[src/rtl/stopwatch_pkg.sv]
// Shared types and constants for the stopwatch run/pause/clear sequencer.
package stopwatch_pkg;

    typedef enum logic [1:0] {
        IDLE    = 2'd0,
        RUNNING = 2'd1,
        PAUSED  = 2'd2
    } state_t;

    localparam int MIN_WRAP = 59;

    function automatic int presc_w(input int div);
        return (div <= 2) ? 1 : $clog2(div);
    endfunction

endpackage

[src/rtl/stopwatch_ctrl_tick_prescaler.sv]
// Once-per-second divider: counts while run is high, holds otherwise.
module tick_prescaler
    import stopwatch_pkg::*;
#(
    parameter int TICK_DIV = 100_000_000
) (
    input  logic clk,
    input  logic rst,
    input  logic run,
    input  logic clr,
    output logic tick
);

    localparam int W = presc_w(TICK_DIV);
    localparam logic [W-1:0] LAST = W'(TICK_DIV - 1);

    logic [W-1:0] cnt_q, cnt_d;
    logic         tick_q, tick_d;

    always_comb begin
        cnt_d  = cnt_q;
        tick_d = 1'b0;
        if (clr) begin
            cnt_d = '0;
        end else if (run) begin
            if (cnt_q == LAST) begin
                cnt_d  = '0;
                tick_d = 1'b1;
            end else begin
                cnt_d = cnt_q + 1'b1;
            end
        end
    end

    always_ff @(posedge clk) begin
        if (rst) begin
            cnt_q  <= '0;
            tick_q <= 1'b0;
        end else begin
            cnt_q  <= cnt_d;
            tick_q <= tick_d;
        end
    end

    assign tick = tick_q;

endmodule

[src/rtl/stopwatch_ctrl.sv]
// Stopwatch sequencer: FSM, prescaler gating, minutes and optional lap capture.
// Lap capture is built only when STOPWATCH_LAP_EN is defined.
module stopwatch_ctrl
    import stopwatch_pkg::*;
#(
    parameter int TICK_DIV = 100_000_000,
    parameter int MIN_W    = 6
) (
    input  logic             clk,
    input  logic             rst,
    input  logic             start,
    input  logic             stop,
    input  logic             clear,
    input  logic             lap,
    input  logic [5:0]       seconds_in,
    input  logic             tick_minute_in,
    output logic             sec_enable,
    output logic             cnt_clear,
    output logic             running,
    output logic [MIN_W-1:0] minutes,
    output logic             hour_tick,
    output logic [5:0]       lap_sec,
    output logic [MIN_W-1:0] lap_min,
    output logic             lap_valid
);

    state_t           state_q, state_d;
    logic             cnt_clear_q, cnt_clear_d;
    logic [MIN_W-1:0] minutes_q, minutes_d;
    logic             hour_tick_q, hour_tick_d;
    logic             presc_run;

    // A stop or clear in the same cycle must freeze the prescaler at once.
    assign presc_run = (state_q == RUNNING) && !stop && !clear;

    always_comb begin
        state_d     = state_q;
        cnt_clear_d = 1'b0;
        minutes_d   = minutes_q;
        hour_tick_d = 1'b0;
        if (clear) begin
            state_d     = IDLE;
            cnt_clear_d = 1'b1;
            minutes_d   = '0;
        end else begin
            unique case (state_q)
                IDLE:    if (start) state_d = RUNNING;
                RUNNING: if (stop)  state_d = PAUSED;
                PAUSED:  if (start) state_d = RUNNING;
                default: state_d = IDLE;
            endcase
            if (tick_minute_in) begin
                if (minutes_q == MIN_W'(MIN_WRAP)) begin
                    minutes_d   = '0;
                    hour_tick_d = 1'b1;
                end else begin
                    minutes_d = minutes_q + 1'b1;
                end
            end
        end
    end

    always_ff @(posedge clk) begin
        if (rst) begin
            state_q     <= IDLE;
            cnt_clear_q <= 1'b0;
            minutes_q   <= '0;
            hour_tick_q <= 1'b0;
        end else begin
            state_q     <= state_d;
            cnt_clear_q <= cnt_clear_d;
            minutes_q   <= minutes_d;
            hour_tick_q <= hour_tick_d;
        end
    end

    tick_prescaler #(
        .TICK_DIV (TICK_DIV)
    ) u_presc (
        .clk  (clk),
        .rst  (rst),
        .run  (presc_run),
        .clr  (clear),
        .tick (sec_enable)
    );

    assign cnt_clear = cnt_clear_q;
    assign running   = (state_q == RUNNING);
    assign minutes   = minutes_q;
    assign hour_tick = hour_tick_q;

`ifdef STOPWATCH_LAP_EN
    logic [5:0]       lap_sec_q, lap_sec_d;
    logic [MIN_W-1:0] lap_min_q, lap_min_d;
    logic             lap_valid_q, lap_valid_d;

    always_comb begin
        lap_sec_d   = lap_sec_q;
        lap_min_d   = lap_min_q;
        lap_valid_d = lap_valid_q;
        if (clear) begin
            lap_sec_d   = '0;
            lap_min_d   = '0;
            lap_valid_d = 1'b0;
        end else if (lap && (state_q != IDLE)) begin
            lap_sec_d   = seconds_in;
            lap_min_d   = minutes_q;
            lap_valid_d = 1'b1;
        end
    end

    always_ff @(posedge clk) begin
        if (rst) begin
            lap_sec_q   <= '0;
            lap_min_q   <= '0;
            lap_valid_q <= 1'b0;
        end else begin
            lap_sec_q   <= lap_sec_d;
            lap_min_q   <= lap_min_d;
            lap_valid_q <= lap_valid_d;
        end
    end

    assign lap_sec   = lap_sec_q;
    assign lap_min   = lap_min_q;
    assign lap_valid = lap_valid_q;
`else
    logic unused_lap;
    assign unused_lap = ^{lap, seconds_in};
    assign lap_sec    = '0;
    assign lap_min    = '0;
    assign lap_valid  = 1'b0;
`endif

endmodule

[config.mk]
export PLATFORM = sky130hd
export DESIGN_NAME = stopwatch_ctrl
export DESIGN_NICKNAME = d
export VERILOG_FILES = /design/src/rtl/stopwatch_pkg.sv /design/src/rtl/stopwatch_ctrl_tick_prescaler.sv /design/src/rtl/stopwatch_ctrl.sv
export SDC_FILE = /design/constraint.sdc
export NUM_CORES = 1
export LEC_CHECK = 0
export BUFFER_PORTS_ARGS = -buffer_cell sky130_fd_sc_hd__buf_2
export CELL_PAD_IN_SITES_DETAIL_PLACEMENT = 0
export CELL_PAD_IN_SITES_GLOBAL_PLACEMENT = 1
export CORE_MARGIN = 10
export CORE_UTILIZATION = 40
export DETAILED_ROUTE_END_ITERATION = 8
export PLACE_DENSITY = 0.86
export SLEW_MARGIN = 10
export SYNTH_ARGS = -nofsm -noshare
export SYNTH_HDL_FRONTEND = slang
export SYNTH_SLANG_ARGS = --single-unit
[constraint.sdc]
create_clock -name clk -period 2.2 [get_ports clk]
set_input_delay 0.44 -clock clk [delete_from_list [all_inputs] [get_ports clk]]
set_output_delay 0.44 -clock clk [all_outputs]
set_load 0.005 [all_outputs]
==> results of run 1 <==
cell type report:
class / instances / area, um^2 / area share
timing repair buffer: 18 / 97.6 / 0.0483
clock buffer: 6 / 82.6 / 0.0408
multi-input combinational: 166 / 996 / 0.493
tap: 52 / 65.1 / 0.0322
sequential: 38 / 761 / 0.376
clock inverter: 2 / 12.5 / 0.00619
inverter: 2 / 7.51 / 0.00371
critical path: cells and delay by family, from the launching register on:
| kind | cells | cell delay (ps) |
|---|---|---|
| and+or+nand+nor | 4 | 990 |
| AOI/OAI and AO/OA | 1 | 150 |
| DFF | 1 | 400 |
| buffers and inverters | 1 | 230 |
stage by stage:
| step | utilization | hold slack, ps | cells | area (um^2) |
|---|---|---|---|---|
| 2_1_floorplan | - | 472 | 224 | 1900 |
| 6_report | 0.458 | 353 | 284 | 2020 |
| 5_1_grt | 0.458 | 369 | 284 | 2020 |
| 3_3_place_gp | 0.437 | 485 | 276 | 1930 |
| 3_5_place_dp | 0.437 | 501 | 276 | 1930 |
| 4_1_cts | 0.458 | 353 | 284 | 2020 |
how the worst max path moves through the flow:
stage,slack (ps),end
after floorplan,540,u_presc.cnt_q[10]
after global routing,150,u_presc.cnt_q[19]
after CTS,310,u_presc.cnt_q[26]
final,320,u_presc.cnt_q[26]
after global placement,270,u_presc.cnt_q[19]
after detailed placement,240,u_presc.cnt_q[15]
logic make-up (layout without fill, tap and decap cells):
logic type | count (synthesis) | after routing
buf+inv | 20 | 28
xor+xnor | 27 | 27
mux | 2 | 2
simple gates | 113 | 113
compound gates | 9 | 9
other cells | 1 | 13
flops | 38 | 38
fa+ha+maj | 2 | 2
cell usage in the layout, fill, tap and decap left out, types with 5 or more instances in the layout:
cell	n
sky130_fd_sc_hd__nor2_1	39
sky130_fd_sc_hd__dfxtp_1	38
sky130_fd_sc_hd__buf_2	15
sky130_fd_sc_hd__xor2_1	14
sky130_fd_sc_hd__nand2_1	13
sky130_fd_sc_hd__xnor2_1	13
sky130_fd_sc_hd__conb_1	13
sky130_fd_sc_hd__nand4_1	12
sky130_fd_sc_hd__nand3_1	12
sky130_fd_sc_hd__nor4_1	8
sky130_fd_sc_hd__nor3_1	6
sky130_fd_sc_hd__clkbuf_8	6
sky130_fd_sc_hd__a21oi_1	5
per-layer routing:
metal | up-vias | share of wire | track usage | routed length (um)
met5 | - | 0 | 0 | 0
met4 | 0 | 0.021 | 0.0428 | 77
met3 | 10 | 0.063 | 0.0334 | 231
met2 | 28 | 0.46 | 0.170 | 1700
met1 | 650 | 0.46 | 0.109 | 1680
li1 | 747 | - | - | -
Yosys cell counts, drive strengths merged:
library cell  instances
mux2i                 2
ha                    2
a22oi                 1
clkbuf                1
xor2                 14
nor3                  6
nand2b                2
nand3b                1
and3                  4
inv                   2
nor2                 40
or4                   2
nand2                13
or2                   2
a21oi                 5
a311oi                1
and4                  2
nand3                13
nand4                12
o21ai                 2
xnor2                13
buf                  17
nor4b                 2
nor4                  9
conb                  1
and2                  3
nor2b                 2
dfxtp                38
registers in the layout, indices dropped and copies added (netlist names):
| register | flops |
|---|---|
| u_presc.cnt_q | 27 |
| minutes | 6 |
| state_q | 2 |
| cnt_clear | 1 |
| hour_tick | 1 |
| u_presc.tick | 1 |
power groups by stage:
stage / logic (mW) / registers, mW / clock network (mW)
after floorplan: 0.0464 / 0.710 / 0
after global placement: 0.0451 / 0.710 / 0
after detailed placement: 0.0455 / 0.710 / 0
after CTS: 0.0457 / 0.694 / 0.517
after global routing: 0.0521 / 0.694 / 0.541
final: 0.0458 / 0.694 / 0.501
==> run_summary.xml, run 1 <==
<?xml version="1.0" encoding="UTF-8"?>
<metrics>
  <group name="status">
    <metric name="status" unit="">finished, final reports clean</metric>
  </group>
  <group name="floorplan">
    <metric name="core_region_area" unit="mm^2">0.00441</metric>
    <metric name="rows" unit="">24</metric>
    <metric name="die-area" unit="mm^2">0.00775</metric>
    <metric name="floorplan.die.height" unit="um">88.1</metric>
    <metric name="ioPinCount" unit="">36</metric>
    <metric name="fp.dieW" unit="um">88.1</metric>
    <metric name="effective_utilization_at_floorplan" unit="">0.420</metric>
  </group>
  <group name="synthesis">
    <metric name="ys_seq_area_frac" unit="">0.411</metric>
    <metric name="yosys.cell_types.count" unit="">36</metric>
    <metric name="synth-seq-cells" unit="">38</metric>
    <metric name="synth_cells" unit="">212</metric>
    <metric name="muxShareOfSynthArea" unit="">0.0108</metric>
    <metric name="fraction_of_synthesized_cell_area_taken_by_the_top_area_cell_type" unit="">0.411</metric>
    <metric name="synth_adder_area_share" unit="">0.0135</metric>
    <metric name="dominant_combinational_cell_family_by_area_after_synthesis" unit="">simple AND/OR/NAND/NOR gates</metric>
    <metric name="yosysWarnings" unit="">0</metric>
    <metric name="syn-cell-area" unit="mm^2">0.00185</metric>
    <metric name="syn_avg_cell_area" unit="um^2">8.74</metric>
    <metric name="synth_xor_xnor_area_share" unit="">0.128</metric>
    <metric name="top_area_cells_in_the_synthesized_netlist" unit="">sky130_fd_sc_hd__dfxtp_1 41%, sky130_fd_sc_hd__nor2_1 7.9%, sky130_fd_sc_hd__xor2_1 6.6%, sky130_fd_sc_hd__xnor2_1 6.1%, sky130_fd_sc_hd__buf_4 5.3%</metric>
    <metric name="netlist.top_cell.by_area" unit="">sky130_fd_sc_hd__dfxtp_1</metric>
    <metric name="synth_simple_gate_area_frac" unit="">0.325</metric>
    <metric name="compound_gate_fraction_of_synth_area" unit="">0.0338</metric>
  </group>
  <group name="layout">
    <metric name="antenna_cells_inserted" unit="">0</metric>
    <metric name="filler_cell_count" unit="">451</metric>
    <metric name="area.growth.synth_to_final" unit="%">9.12</metric>
    <metric name="layout-drive-gt1-share" unit="">0.151</metric>
    <metric name="finalNetCount" unit="">246</metric>
  </group>
  <group name="critical_path">
    <metric name="critPathLaunch" unit="">u_presc.cnt_q[14]</metric>
    <metric name="data_required_critical_path" unit="ps">2380</metric>
    <metric name="worstReg2RegStart" unit="">u_presc.cnt_q[14]</metric>
    <metric name="type_of_element_launching_the_critical_path" unit="">flip-flop</metric>
    <metric name="crit_fanout" unit="">16</metric>
    <metric name="setup.worst_path.end_class" unit="">flip-flop</metric>
    <metric name="slack_of_the_worst_reg_to_reg_path" unit="ps">320</metric>
    <metric name="crit_path_top_delay_cell" unit="">sky130_fd_sc_hd__or4_4</metric>
    <metric name="worstPathCellList" unit="">and3_1 &gt; nand3_1 &gt; or4_4 &gt; o21ai_4 &gt; buf_4 &gt; nor4_1</metric>
    <metric name="data_arrival_at_the_endpoint_of_the_critical_path" unit="ps">2060</metric>
    <metric name="r2r.worst_path.cells" unit="">6</metric>
    <metric name="worstSetupPathType" unit="">flip-flop to flip-flop</metric>
    <metric name="delay_of_the_slowest_cell_on_the_worst_path" unit="ps">560</metric>
    <metric name="rr_endpoint" unit="">u_presc.cnt_q[26]</metric>
  </group>
  <group name="cts">
    <metric name="clk-insertion-delay-late" unit="ps">290</metric>
    <metric name="cts.clk_slew.worst_paths" unit="ps">80</metric>
    <metric name="tritoncts.num_buffers" unit="">5</metric>
    <metric name="clkSinkCount" unit="">38</metric>
    <metric name="htree_levels" unit="">2</metric>
    <metric name="clock_path_buffers" unit="">2</metric>
    <metric name="cts_hold_repair.buffers" unit="">0</metric>
    <metric name="cts_repair_resize_count" unit="">0</metric>
    <metric name="cts_tree" unit="">built</metric>
    <metric name="root_buffer" unit="">sky130_fd_sc_hd__clkbuf_8</metric>
    <metric name="post-cts-setup-buffers" unit="">0</metric>
  </group>
  <group name="drt">
    <metric name="routed_via_density" unit="">5.05</metric>
    <metric name="drtAntennaViolNets" unit="">0</metric>
    <metric name="post-route-drc-count" unit="">0</metric>
    <metric name="via_count_of_the_routed_design" unit="">1435</metric>
    <metric name="post_drt_wl_per_cell" unit="um">13.0</metric>
    <metric name="wirelength" unit="mm">3.69</metric>
    <metric name="iteration_0_drc_count_of_the_detailed_router" unit="">72</metric>
    <metric name="drt_pre_antenna_iters" unit="">4</metric>
  </group>
  <group name="sta">
    <metric name="final-setup-viol-count" unit="">0</metric>
    <metric name="final.min_clock_period" unit="ps">1880</metric>
    <metric name="grt_setup_unrepaired" unit="">false</metric>
    <metric name="setup_tns" unit="ps">0</metric>
    <metric name="fin_crit_sh" unit="">0.856</metric>
    <metric name="skew" unit="ps">4.58</metric>
    <metric name="slew_viol_final" unit="">0</metric>
    <metric name="fmax" unit="GHz">0.531</metric>
    <metric name="setup_ws" unit="ps">316</metric>
    <metric name="hold_viol" unit="">0</metric>
  </group>
  <group name="power">
    <metric name="power_per_cell_area" unit="mW/mm^2">614</metric>
    <metric name="power.share.sequential" unit="">0.559</metric>
    <metric name="irDropWorstVdd" unit="mV">0.226</metric>
    <metric name="power.combinational.fraction" unit="">0.037</metric>
    <metric name="sw_frac_of_total" unit="">0.227</metric>
    <metric name="fin_total_pwr" unit="mW">1.24</metric>
    <metric name="cellInternalPower" unit="mW">0.959</metric>
    <metric name="p_sw" unit="mW">0.282</metric>
    <metric name="power.static_leakage" unit="nW">0.710</metric>
    <metric name="p_clk_frac" unit="">0.404</metric>
  </group>
  <group name="place">
    <metric name="detailed_place_hpwl" unit="mm">2.73</metric>
    <metric name="placement.io_buffers" unit="">15</metric>
    <metric name="pre_cts_slack" unit="ps">241</metric>
    <metric name="gp_congestion" unit="">0.796</metric>
  </group>
  <group name="grt">
    <metric name="grt_remaining_overflow" unit="">0</metric>
    <metric name="gr-usage-all-layers" unit="">0.0991</metric>
    <metric name="grt_max_degree" unit="">17</metric>
    <metric name="antenna_found_initial" unit="">0</metric>
    <metric name="grt_pass1_wl" unit="mm">6.20</metric>
    <metric name="number_of_global_route_vias_before_repair" unit="">1409</metric>
  </group>
  <group name="job">
    <metric name="timing.max_cap.violations" unit="">0</metric>
  </group>
  <group name="worst_hold_path">
    <metric name="hold_start" unit="">rst</metric>
    <metric name="min_delay_path_depth" unit="">2</metric>
    <metric name="holdPathEnd" unit="">cnt_clear</metric>
    <metric name="timing.hold.worst.class" unit="">primary input to flip-flop</metric>
  </group>
</metrics>
Power figures use the tool's default switching activity.
==> inputs of run 2 (changes only) <==
--- a/config.mk
+++ b/config.mk
@@ -11,7 +11,7 @@
 export CORE_MARGIN = 10
 export CORE_UTILIZATION = 40
 export DETAILED_ROUTE_END_ITERATION = 8
-export PLACE_DENSITY = 0.86
+export PLACE_DENSITY = 0.88
 export SLEW_MARGIN = 10
 export SYNTH_ARGS = -nofsm -noshare
 export SYNTH_HDL_FRONTEND = slang
==> run_summary.xml, run 2 (synthesis results as in run 1) <==
<?xml version="1.0" encoding="UTF-8"?>
<metrics>
  <group name="sta">
    <metric name="final.min_clock_period" unit="ps">1930</metric>
    <metric name="hold_ws" unit="ps">356</metric>
    <metric name="setup_tns" unit="ps">0</metric>
    <metric name="fmax" unit="GHz">0.518</metric>
    <metric name="fin_crit_sh" unit="">0.877</metric>
    <metric name="final-setup-viol-count" unit="">0</metric>
    <metric name="grt_setup_unrepaired" unit="">false</metric>
    <metric name="skew" unit="ps">4.81</metric>
    <metric name="hold_viol" unit="">0</metric>
    <metric name="slew_viol_final" unit="">0</metric>
  </group>
  <group name="place">
    <metric name="gp_congestion" unit="">0.836</metric>
    <metric name="dpl.cell_count" unit="">277</metric>
    <metric name="detailed_place_hpwl" unit="mm">2.70</metric>
    <metric name="placement.io_buffers" unit="">15</metric>
  </group>
  <group name="critical_path">
    <metric name="setup.worst_path.end_class" unit="">flip-flop</metric>
    <metric name="delay_of_the_slowest_cell_on_the_worst_path" unit="ps">550</metric>
    <metric name="crit_fanout" unit="">15</metric>
    <metric name="worstPathCellList" unit="">and3_1 &gt; nand3_1 &gt; or4_4 &gt; o21ai_4 &gt; buf_12 &gt; a21oi_1</metric>
    <metric name="crit_path_top_delay_cell" unit="">sky130_fd_sc_hd__or4_4</metric>
    <metric name="data_arrival_at_the_endpoint_of_the_critical_path" unit="ps">2110</metric>
    <metric name="data_required_critical_path" unit="ps">2380</metric>
    <metric name="critical-path-top-delay-family" unit="">simple AND/OR/NAND/NOR gates</metric>
    <metric name="worst-path-buf-inv" unit="">1</metric>
    <metric name="type_of_element_launching_the_critical_path" unit="">flip-flop</metric>
    <metric name="worstSetupPathType" unit="">flip-flop to flip-flop</metric>
  </group>
  <group name="power">
    <metric name="power_per_cell_area" unit="mW/mm^2">640</metric>
    <metric name="power.static_leakage" unit="nW">0.727</metric>
    <metric name="power.share.sequential" unit="">0.528</metric>
    <metric name="sw_frac_of_total" unit="">0.203</metric>
    <metric name="p_sw" unit="mW">0.266</metric>
    <metric name="irDropWorstVdd" unit="mV">0.225</metric>
    <metric name="p_clk_frac" unit="">0.436</metric>
    <metric name="cellInternalPower" unit="mW">1.05</metric>
    <metric name="power.combinational.fraction" unit="">0.036</metric>
  </group>
  <group name="cts">
    <metric name="cts_repair_resize_count" unit="">0</metric>
    <metric name="tritoncts.num_buffers" unit="">5</metric>
    <metric name="cts_tree" unit="">built</metric>
    <metric name="post-cts-setup-buffers" unit="">0</metric>
    <metric name="clk-insertion-delay-late" unit="ps">290</metric>
    <metric name="cts.clk_slew.worst_paths" unit="ps">70</metric>
    <metric name="root_buffer" unit="">sky130_fd_sc_hd__clkbuf_8</metric>
    <metric name="clock_path_buffers" unit="">2</metric>
    <metric name="cts_hold_repair.buffers" unit="">0</metric>
    <metric name="clkSinkCount" unit="">38</metric>
    <metric name="htree_levels" unit="">2</metric>
  </group>
  <group name="layout">
    <metric name="filler_cell_count" unit="">436</metric>
    <metric name="antenna_cells_inserted" unit="">0</metric>
    <metric name="instances_no_fill" unit="">285</metric>
    <metric name="finalNetCount" unit="">247</metric>
    <metric name="layout-drive-gt1-share" unit="">0.146</metric>
    <metric name="post-route-util" unit="">0.465</metric>
    <metric name="largest_register_ffs" unit="">27</metric>
    <metric name="area.growth.synth_to_final" unit="%">10.8</metric>
    <metric name="register_ranked_first_by_flip_flop_count" unit="">u_presc.cnt_q</metric>
    <metric name="layout.area.seq" unit="um^2">761</metric>
    <metric name="multiInputGateArea" unit="um^2">996</metric>
    <metric name="most_frequent_cells_in_the_layout" unit="">39 x sky130_fd_sc_hd__nor2_1, 38 x sky130_fd_sc_hd__dfxtp_1, 15 x sky130_fd_sc_hd__buf_2</metric>
    <metric name="final_common_cell" unit="">sky130_fd_sc_hd__nor2_1</metric>
  </group>
  <group name="drt">
    <metric name="via_count_of_the_routed_design" unit="">1482</metric>
    <metric name="drt_pre_antenna_iters" unit="">4</metric>
    <metric name="routed_via_density" unit="">5.20</metric>
    <metric name="drtAntennaViolNets" unit="">0</metric>
    <metric name="wirelength" unit="mm">3.61</metric>
    <metric name="post-route-drc-count" unit="">0</metric>
    <metric name="iteration_0_drc_count_of_the_detailed_router" unit="">57</metric>
    <metric name="post_drt_wl_per_cell" unit="um">12.7</metric>
  </group>
  <group name="grt">
    <metric name="grt_max_degree" unit="">16</metric>
    <metric name="gr-usage-all-layers" unit="">0.0991</metric>
    <metric name="number_of_global_route_vias_before_repair" unit="">1402</metric>
    <metric name="antenna_found_initial" unit="">0</metric>
    <metric name="grt_pass1_wl" unit="mm">6.24</metric>
    <metric name="grt_remaining_overflow" unit="">0</metric>
  </group>
  <group name="floorplan">
    <metric name="floorplan.die.height" unit="um">88.1</metric>
    <metric name="fp.dieW" unit="um">88.1</metric>
    <metric name="effective_utilization_at_floorplan" unit="">0.420</metric>
    <metric name="die-area" unit="mm^2">0.00775</metric>
    <metric name="core_region_area" unit="mm^2">0.00441</metric>
    <metric name="ioPinCount" unit="">36</metric>
    <metric name="rows" unit="">24</metric>
  </group>
  <group name="worst_hold_path">
    <metric name="timing.hold.worst.class" unit="">primary input to flip-flop</metric>
  </group>
  <group name="status">
    <metric name="status" unit="">finished, final reports clean</metric>
  </group>
  <group name="job">
    <metric name="timing.max_cap.violations" unit="">0</metric>
  </group>
</metrics>
-- run 2: changes by cell type in the layout (fill, tap and decap cells not counted), sizes merged --
cell,change
buf,+1
bufinv,+1
clkbuf,+1
clkinv,-1
clkinvlp,-1
-- run 2: path summary, 6_finish.rpt --
path / startpoint / endpoint / slack [ps] / cells after the start
worst min register to register: u_presc.cnt_q[7] / u_presc.cnt_q[7] / 520 / 2
worst min-delay path: rst / cnt_clear / 360 / 2
worst max-delay path: u_presc.cnt_q[14] / u_presc.cnt_q[9] / 270 / 6
worst max register to register: u_presc.cnt_q[14] / u_presc.cnt_q[9] / 270 / 6
-- run 2: power by group through the flow --
stage,logic (mW),registers (mW),clock network [mW]
after global placement,0.0466,0.710,0
after global routing,0.0526,0.694,0.618
after detailed placement,0.0467,0.710,0
after CTS,0.0469,0.694,0.586
final,0.0473,0.694,0.573
after floorplan,0.0464,0.710,0
-- run 2: cell type report --
cell class | instances | area share
Clock inverter | 1 | 0.0146
Timing Repair Buffer | 19 | 0.0573
Multi-Input combinational cell | 166 | 0.485
Clock buffer | 7 | 0.0372
Sequential cell | 38 | 0.371
Tap cell | 52 | 0.0317
Inverter | 2 | 0.00366
-- run 2: metal layers --
layer	share of wire	wire, um	vias to the layer above	global-route usage
li1	-	-	746	-
met1	0.45	1610	692	0.114
met2	0.46	1670	38	0.159
met3	0.071	258	6	0.0362
met4	0.021	76	0	0.0471
met5	0	0	-	0
-- run 2: stage by stage --
stage                     worst slack [ps]  instance area (um^2)  total power [mW]
after floorplan                        543                  1900             0.756
after global placement                 233                  1950             0.756
after detailed placement               231                  1950             0.757
after CTS                              254                  2050              1.33
after global routing                   120                  2050              1.36
final                                  270                  2050              1.31
==> inputs of run 3 (changes only) <==
--- a/config.mk
+++ b/config.mk
@@ -11,6 +11,7 @@
 export CORE_MARGIN = 10
 export CORE_UTILIZATION = 40
 export DETAILED_ROUTE_END_ITERATION = 8
+export HOLD_SLACK_MARGIN = 0.02
 export PLACE_DENSITY = 0.88
 export SLEW_MARGIN = 10
 export SYNTH_ARGS = -nofsm -noshare
==> constraint.sdc (replaced) <==
create_clock -name clk -period 2.2 [get_ports clk]
set_input_delay 0.33 -clock clk [delete_from_list [all_inputs] [get_ports clk]]
set_output_delay 0.33 -clock clk [all_outputs]
set_load 0.005 [all_outputs]
==> run_summary.xml, run 3 (synthesis results as in run 1) <==
<?xml version="1.0" encoding="UTF-8"?>
<metrics>
  <group name="critical_path">
    <metric name="crit_fanout" unit="">16</metric>
    <metric name="data_required_critical_path" unit="ps">2380</metric>
    <metric name="data_arrival_at_the_endpoint_of_the_critical_path" unit="ps">2080</metric>
    <metric name="type_of_element_launching_the_critical_path" unit="">flip-flop</metric>
    <metric name="r2r.worst_path.cells" unit="">6</metric>
    <metric name="worstSetupPathType" unit="">flip-flop to flip-flop</metric>
    <metric name="slack_of_the_worst_reg_to_reg_path" unit="ps">290</metric>
    <metric name="setup.worst_path.end_class" unit="">flip-flop</metric>
  </group>
  <group name="drt">
    <metric name="drt_pre_antenna_iters" unit="">4</metric>
    <metric name="post-route-drc-count" unit="">0</metric>
    <metric name="wirelength" unit="mm">3.64</metric>
    <metric name="routed_via_density" unit="">5.07</metric>
    <metric name="via_count_of_the_routed_design" unit="">1446</metric>
    <metric name="post_drt_wl_per_cell" unit="um">12.8</metric>
    <metric name="drtAntennaViolNets" unit="">0</metric>
    <metric name="iteration_0_drc_count_of_the_detailed_router" unit="">89</metric>
  </group>
  <group name="worst_hold_path">
    <metric name="timing.hold.worst.class" unit="">primary input to flip-flop</metric>
    <metric name="min_delay_path_depth" unit="">2</metric>
  </group>
  <group name="place">
    <metric name="placement.io_buffers" unit="">15</metric>
    <metric name="gp_congestion" unit="">0.786</metric>
    <metric name="dpl.cell_count" unit="">277</metric>
    <metric name="detailed_place_hpwl" unit="mm">2.72</metric>
    <metric name="pre_cts_slack" unit="ps">314</metric>
  </group>
  <group name="cts">
    <metric name="cts_tree" unit="">built</metric>
    <metric name="cts.clk_slew.worst_paths" unit="ps">80</metric>
    <metric name="clk-insertion-delay-late" unit="ps">290</metric>
    <metric name="root_buffer" unit="">sky130_fd_sc_hd__clkbuf_8</metric>
    <metric name="clock_path_buffers" unit="">2</metric>
    <metric name="htree_levels" unit="">2</metric>
    <metric name="cts_repair_resize_count" unit="">0</metric>
    <metric name="clkSinkCount" unit="">38</metric>
    <metric name="post-cts-setup-buffers" unit="">0</metric>
    <metric name="tritoncts.num_buffers" unit="">5</metric>
    <metric name="cts_hold_repair.buffers" unit="">0</metric>
  </group>
  <group name="power">
    <metric name="irDropWorstVdd" unit="mV">0.203</metric>
    <metric name="cellInternalPower" unit="mW">0.959</metric>
    <metric name="sw_frac_of_total" unit="">0.225</metric>
    <metric name="power.combinational.fraction" unit="">0.037</metric>
    <metric name="power.static_leakage" unit="nW">0.716</metric>
    <metric name="p_clk_frac" unit="">0.402</metric>
    <metric name="power_per_cell_area" unit="mW/mm^2">609</metric>
    <metric name="power.share.sequential" unit="">0.561</metric>
    <metric name="p_sw" unit="mW">0.278</metric>
  </group>
  <group name="grt">
    <metric name="number_of_global_route_vias_before_repair" unit="">1445</metric>
    <metric name="antenna_found_initial" unit="">0</metric>
    <metric name="gr-usage-all-layers" unit="">0.100</metric>
    <metric name="grt_remaining_overflow" unit="">0</metric>
    <metric name="grt_max_degree" unit="">17</metric>
    <metric name="global_route.peak_usage_layer" unit="">met2</metric>
    <metric name="global_route.usage.met2" unit="">0.169</metric>
    <metric name="groute.layer.met3.usage" unit="">0.0260</metric>
    <metric name="grt_use_met1" unit="">0.113</metric>
    <metric name="grt_pass1_wl" unit="mm">6.26</metric>
  </group>
  <group name="layout">
    <metric name="filler_cell_count" unit="">461</metric>
    <metric name="finalNetCount" unit="">247</metric>
    <metric name="area.growth.synth_to_final" unit="%">9.52</metric>
    <metric name="largest_register_ffs" unit="">27</metric>
    <metric name="most_frequent_cells_in_the_layout" unit="">39 x sky130_fd_sc_hd__nor2_1, 38 x sky130_fd_sc_hd__dfxtp_1, 15 x sky130_fd_sc_hd__buf_2</metric>
    <metric name="final_common_cell" unit="">sky130_fd_sc_hd__nor2_1</metric>
    <metric name="instances_no_fill" unit="">285</metric>
    <metric name="antenna_cells_inserted" unit="">0</metric>
    <metric name="layout-drive-gt1-share" unit="">0.155</metric>
    <metric name="register_ranked_first_by_flip_flop_count" unit="">u_presc.cnt_q</metric>
  </group>
  <group name="floorplan">
    <metric name="fp.dieW" unit="um">88.1</metric>
    <metric name="effective_utilization_at_floorplan" unit="">0.420</metric>
    <metric name="die-area" unit="mm^2">0.00775</metric>
    <metric name="core_region_area" unit="mm^2">0.00441</metric>
    <metric name="floorplan.die.height" unit="um">88.1</metric>
    <metric name="rows" unit="">24</metric>
    <metric name="ioPinCount" unit="">36</metric>
  </group>
  <group name="sta">
    <metric name="setup_ws" unit="ps">291</metric>
    <metric name="slew_viol_final" unit="">0</metric>
    <metric name="final-setup-viol-count" unit="">0</metric>
    <metric name="hold_viol" unit="">0</metric>
    <metric name="skew" unit="ps">8.30</metric>
    <metric name="setup_tns" unit="ps">0</metric>
    <metric name="fmax" unit="GHz">0.524</metric>
    <metric name="grt_setup_unrepaired" unit="">false</metric>
    <metric name="fin_crit_sh" unit="">0.868</metric>
    <metric name="final.min_clock_period" unit="ps">1910</metric>
  </group>
  <group name="job">
    <metric name="timing.max_cap.violations" unit="">0</metric>
  </group>
  <group name="status">
    <metric name="status" unit="">finished, final reports clean</metric>
  </group>
</metrics>
[run 3: per-layer routing]
layer | vias up | wire (um) | part of all wire
met5 | - | 0 | 0
met4 | 0 | 88 | 0.024
met3 | 7 | 221 | 0.061
met2 | 31 | 1660 | 0.46
met1 | 662 | 1670 | 0.46
li1 | 746 | - | -
[run 3: cell type report]
| cell class | instances | area [um^2] | area share |
|---|---|---|---|
| sequential | 38 | 761 | 0.375 |
| timing repair buffer | 19 | 105 | 0.0518 |
| clock inverter | 2 | 12.5 | 0.00617 |
| tap | 52 | 65.1 | 0.0321 |
| multi-input combinational | 166 | 996 | 0.491 |
| inverter | 2 | 7.51 | 0.00370 |
| clock buffer | 6 | 82.6 | 0.0407 |
[run 3: power by group through the flow]
stage | sequential, mW | combinational [mW] | clock (mW)
floorplan | 0.710 | 0.0464 | 0
global placement | 0.710 | 0.0451 | 0
detailed placement | 0.710 | 0.0454 | 0
CTS | 0.694 | 0.0456 | 0.511
global route | 0.694 | 0.0520 | 0.538
finish | 0.694 | 0.0462 | 0.497
[run 3: critical path: stages (launching register included)]
cell and delay, ps:
sky130_fd_sc_hd__dfxtp_1 410, sky130_fd_sc_hd__and3_1 220, sky130_fd_sc_hd__nand3_1 130, sky130_fd_sc_hd__or4_4 560
sky130_fd_sc_hd__o21ai_4 150, sky130_fd_sc_hd__buf_4 240, sky130_fd_sc_hd__nor4_1 80
[run 3: per-stage QoR]
step	hold WS, ps	total power, mW	utilization	cell area [um^2]
after detailed placement	498	0.755	0.438	1930
after CTS	234	1.25	0.460	2030
after floorplan	402	0.756	-	1900
final	238	1.24	0.460	2030
after global routing	255	1.28	0.460	2030
after global placement	485	0.755	0.438	1930
[run 3: final timing paths]
path	startpoint	to
max reg2reg	u_presc.cnt_q[14]	u_presc.cnt_q[26]
min reg2reg	u_presc.cnt_q[5]	u_presc.cnt_q[5]
min	rst	cnt_clear
max	u_presc.cnt_q[14]	u_presc.cnt_q[26]
